**src/rtl/instr_fetch.sv**
```systemverilog
// Instruction fetch unit: requests words from instruction memory, issues
// them downstream with handshake-based consume, and computes the next pc
// for sequential, branch, absolute-jump and register-jump flow.
//
// state   | meaning
// --------+------------------------------------------------------------
// S_FETCH | request at pc (req held low the first cycle after reset)
// S_WAIT  | request outstanding, address held until imem_ack
// S_ISSUE | instruction valid, held while stall=1
// S_HALT  | misaligned target or reserved jump seen, idle until reset
module instr_fetch #(
  parameter logic [31:0] RESET_PC        = 32'h0000_0000,
  parameter bit          ALLOW_ZERO_WAIT = 1'b1
) (
  input  logic        clk,
  input  logic        rst_n,
  output logic        imem_req,
  output logic [31:0] imem_addr,
  input  logic        imem_ack,
  input  logic [31:0] imem_data,
  input  logic        stall,
  input  logic [1:0]  jump,
  input  logic        branch_taken,
  input  logic [31:0] reg_target,
  output logic [31:0] instr,
  output logic [5:0]  opcode,
  output logic [5:0]  func,
  output logic        valid,
  output logic [31:0] pc,
  output logic [31:0] pc_plus4,
  output logic        fault
);

  typedef enum logic [1:0] {
    S_FETCH = 2'd0,
    S_WAIT  = 2'd1,
    S_ISSUE = 2'd2,
    S_HALT  = 2'd3
  } state_t;

  state_t      state_q;
  logic [31:0] pc_q;
  logic [31:0] instr_q;
  logic        valid_q;
  logic        fault_q;
  logic        req_q;

  logic [31:0] pc_plus4_w;
  logic [31:0] br_off;
  logic [31:0] pc_d;
  logic        redirect_bad;

  // Next-pc selection; jump overrides branch, misaligned jr and the reserved
  // encoding are flagged instead of redirecting.
  always_comb begin
    pc_plus4_w   = pc_q + 32'd4;
    br_off       = {{14{instr_q[15]}}, instr_q[15:0], 2'b00};
    pc_d         = pc_plus4_w;
    redirect_bad = 1'b0;
    case (jump)
      2'b01: pc_d = {pc_plus4_w[31:28], instr_q[25:0], 2'b00};
      2'b10: begin
        pc_d         = reg_target;
        redirect_bad = (reg_target[1:0] != 2'b00);
      end
      2'b11: redirect_bad = 1'b1;
      default: begin
        if (branch_taken) pc_d = pc_plus4_w + br_off;
      end
    endcase
  end

  // Fetch/issue sequencer with registered request, valid and fault outputs.
  always_ff @(posedge clk or negedge rst_n) begin
    if (!rst_n) begin
      state_q <= S_FETCH;
      pc_q    <= RESET_PC;
      instr_q <= 32'h0;
      valid_q <= 1'b0;
      fault_q <= 1'b0;
      req_q   <= 1'b0;
    end else begin
      case (state_q)
        S_FETCH: begin
          // A request is only live once req_q is high, so an ack left over
          // from before reset cannot be mistaken for the RESET_PC response.
          if (!req_q) begin
            req_q <= 1'b1;
          end else if (imem_ack && ALLOW_ZERO_WAIT) begin
            instr_q <= imem_data;
            req_q   <= 1'b0;
            valid_q <= 1'b1;
            state_q <= S_ISSUE;
          end else begin
            state_q <= S_WAIT;
          end
        end
        S_WAIT: begin
          if (imem_ack) begin
            instr_q <= imem_data;
            req_q   <= 1'b0;
            valid_q <= 1'b1;
            state_q <= S_ISSUE;
          end
        end
        S_ISSUE: begin
          if (!stall) begin
            valid_q <= 1'b0;
            if (redirect_bad) begin
              fault_q <= 1'b1;
              state_q <= S_HALT;
            end else begin
              pc_q    <= pc_d;
              req_q   <= 1'b1;
              state_q <= S_FETCH;
            end
          end
        end
        default: begin
          req_q   <= 1'b0;
          valid_q <= 1'b0;
          state_q <= S_HALT;
        end
      endcase
    end
  end

  assign imem_req  = req_q;
  assign imem_addr = pc_q;
  assign instr     = instr_q;
  assign opcode    = instr_q[31:26];
  assign func      = instr_q[5:0];
  assign valid     = valid_q;
  assign pc        = pc_q;
  assign pc_plus4  = pc_plus4_w;
  assign fault     = fault_q;

endmodule

```
**config.mk**
```make
export PLATFORM = sky130hd
export DESIGN_NAME = instr_fetch
export DESIGN_NICKNAME = d
export VERILOG_FILES = /design/src/rtl/instr_fetch.sv
export SDC_FILE = /design/constraint.sdc
export NUM_CORES = 1
export LEC_CHECK = 0
export CAP_MARGIN = 20
export CORE_ASPECT_RATIO = 0.9
export CORE_MARGIN = 1.5
export CORE_UTILIZATION = 41
export DETAILED_ROUTE_END_ITERATION = 8
export DONT_BUFFER_PORTS = 1
export HOLD_SLACK_MARGIN = 0.03
export PLACE_DENSITY_LB_ADDON = 0.3
export SETUP_SLACK_MARGIN = 0.4
export SYNTH_ARGS = -nofsm -noshare
export SYNTH_HDL_FRONTEND = slang
export SYNTH_SLANG_ARGS = --single-unit
```
**constraint.sdc**
```tcl
create_clock -name clk -period 9.7 [get_ports clk]
set_clock_uncertainty 0.05 [all_clocks]
set_input_delay 1.455 -clock clk [delete_from_list [all_inputs] [get_ports clk]]
set_output_delay 1.455 -clock clk [all_outputs]
set_load 0.05 [all_outputs]
```
==> run summary <==
outcome: completed
Hold Path Sink: state_q[0]
Synth Area in Simple Gates: 15.4%
most common cell after layout, fill and taps aside: dfrtp_1
CP Cell Sequence: nand4_2 > or2_1 > nor2_1 > nand3_1 > xnor2_2 > ha_1 > nand2_1 > o21bai_1 > a211oi_1 > o2111ai_1 > a41oi_1 > o21ai_1 > xnor2_1 > and3_1 > o31ai_1
Setup crit end kind: flop
slowest stage cell, crit path: dfrtp_1
Max clock buf depth: 2
global placement routability congestion: 0.966
CP Data Arrival Time: 5.54 ns
Final WS setup: 4.38 ns
Register-to-Register Setup Slack: 4.38 ns
post-layout util: 45.1%
Hold Fails Final Rpt: 0
Worst R2R Path Depth: 15
hold buffers post-CTS: 0
Yosys cell types: 69
worst-margin pin slew: 1.16 ns
TritonCTS Buffers: 9
drt drc: 0
Detailed Route Iter0 Violations: 511
Resized Gates After CTS: 0
Final TNS setup: 0 ns
crit-path max FO: 8
Synth Net Count: 789
Pre-antenna DRT Iters: 5
ANT cells: 0
register area share after synthesis: 28.9%
complex-gate fraction of the synthesized area: 23.3%
Starting Density: 42.3%
HP Class: flop to flop
Clock transition at path regs: 0.07 ns
Die Width: 130 um
Post-DP HPWL: 14,800 um
buffer count from post-CTS setup fixing: 0
largest family of logic cells by synthesized area: compound AO/OA/AOI/OAI gates
CP bufs+invs: 0
root buffer cell: clkbuf_16
Mapped Avg Cell Area: 8.82 um^2
commonest cells after routing, fill and taps aside: dfrtp_1, nand2_1, nor2_1, a21oi_1, ha_1
IO Port Bufs: 0
Routed Antenna Nets: 0
r2r endpoint: imem_addr[31]
max-cap violation count: 0
cell area after synthesis: 5960 um^2
CP required: 9.91 ns
WS Path Type: flop to flop
# IOs: 214
Primary FF master, synth: dfrtp_1
Avg Vias per Cell: 6.19
multiplexer area fraction after synthesis: 6.94%
Core Region: 14,100 um^2
die area: 15,300 um^2
hold path start: state_q[1]
area grow syn2layout: 6.69%
maximum clock rate: 188 MHz
EDFF count, synth: 0
yosys warns: 0
vias: 5,248
Clock Latency Late Sink: 0.35 ns
FF-to-FF Start: imem_addr[5]
startpoint types: flop
vias in the first global route: 5,285
final WL: 19,900 um
fin crit share: 54.9%
first-pass GRT wire length: 30,900 um
largest net degree at the start of global routing: 70
asr flop ratio synth: 100%
delay-heaviest family, CP: simple AND/OR/NAND/NOR gates
FP Rows: 41
GRT Total Usage: 26.7%
global route overflow: 0
Placement Setup Slack: 4.32 ns
Hold Path Stages: 1
wire per inst: 23.4 um
CTS tree: done
TritonCTS Sinks: 69
XOR/XNOR Fraction of Synth Area: 7.76%
minimum clock period: 5.32 ns
share of cells above drive strength 1: 16.2%
CP Depth: 15
Adder-Cell Fraction of Synth Area: 8.94%
count of final max-slew check failures: 0
Mapped Cells: 676
chip height: 117 um
relative slew slack: 22.6%
initial antenna violation count: 0
H-tree depth: 3
# setup viols final: 0
CP max stage delay: 1.05 ns
#FFs+latches synth: 69
RSZ-0062 raised after global routing: no
nets: 763
## cell families (layout without fill, tap and decap cells)
| kind of cell | Yosys count | count (layout) |
|---|---|---|
| AO/OA/AOI/OAI | 200 | 200 |
| XOR/XNOR | 52 | 52 |
| adder cells (fa/ha/maj) | 42 | 42 |
| buffers and inverters | 90 | 69 |
| flip-flops | 69 | 69 |
| multiplexers | 37 | 37 |
| AND/OR/NAND/NOR | 186 | 186 |
## cell usage after synthesis, types with 5 or more instances
| library cell | instances | area share (%) |
|---|---|---|
| a211oi_1 | 7 | 0.88 |
| a21o_1 | 23 | 2.9 |
| a21oi_1 | 41 | 3.4 |
| a221o_1 | 9 | 1.5 |
| a221oi_1 | 16 | 2.3 |
| a22oi_1 | 6 | 0.76 |
| a31oi_1 | 8 | 0.84 |
| and3_1 | 10 | 1.0 |
| and4_1 | 5 | 0.73 |
| buf_2 | 5 | 0.42 |
| buf_4 | 46 | 5.8 |
| clkbuf_1 | 22 | 1.4 |
| dfrtp_1 | 69 | 29 |
| ha_1 | 41 | 8.6 |
| inv_1 | 15 | 0.94 |
| mux2_2 | 34 | 6.4 |
| nand2_1 | 65 | 4.1 |
| nand2b_1 | 5 | 0.52 |
| nand3_1 | 19 | 1.6 |
| nand4_1 | 9 | 0.94 |
| nor2_1 | 44 | 2.8 |
| nor3_1 | 10 | 0.84 |
| o21ai_0 | 35 | 2.9 |
| o21ai_1 | 6 | 0.50 |
| xnor2_1 | 32 | 4.7 |
| xor2_1 | 19 | 2.8 |
## worst reg2reg max path: stages (launching register included)
cell and delay [ns]:
dfrtp_1 1.05, nand4_2 0.30, or2_1 0.44, nor2_1 0.35, nand3_1 0.18, xnor2_2 0.72, ha_1 0.41, nand2_1 0.12
o21bai_1 0.09, a211oi_1 0.30, o2111ai_1 0.17, a41oi_1 0.33, o21ai_1 0.14, xnor2_1 0.15, and3_1 0.20, o31ai_1 0.23
## per-layer routing
metal  wire, um  GRT usage (%)  up-vias
li1           -              -     2410
met1       8650           35.5     2557
met2       9130           41.4      245
met3       1720           7.85       36
met4        357           8.40        0
met5          0              0        -
## flip-flops by register name, summed over array words and instances, names as in the netlist
signal and cells:
imem_req 1, valid 1, instr 32, fault 1
imem_addr 32, state_q 2
## area by class of cell
type | count | area (um^2)
sequential | 69 | 1730
multi-input combinational | 517 | 3750
fill | 1382 | 7740
inverter | 15 | 56.3
tap | 193 | 241
clock buffer | 9 | 225
clock inverter | 7 | 82.6
timing repair buffer | 38 | 285
## worst max path at each step
| stage | end | slack, ns | startpoint |
|---|---|---|---|
| global route | imem_addr[31] | 3.99 | imem_addr[5] |
| global placement | imem_addr[31] | 4.47 | imem_addr[5] |
| detailed placement | imem_addr[31] | 4.32 | imem_addr[5] |
| floorplan | imem_addr[31] | 4.89 | imem_addr[5] |
| CTS | imem_addr[31] | 4.33 | imem_addr[5] |
| finish | imem_addr[31] | 4.38 | imem_addr[5] |
## per-stage QoR
stage          instances  cell area (um^2)  hold WS (ns)
3_5_place_dp         830              6040         0.529
5_1_grt              848              6360         0.586
6_report             848              6360         0.545
3_3_place_gp         830              6040         0.506
2_1_floorplan        676              5960         0.500
4_1_cts              846              6350         0.538
Power is left out: the tool's default activity adds up to more than one toggle a clock period on the data nets, which glitch-free logic cannot reach.
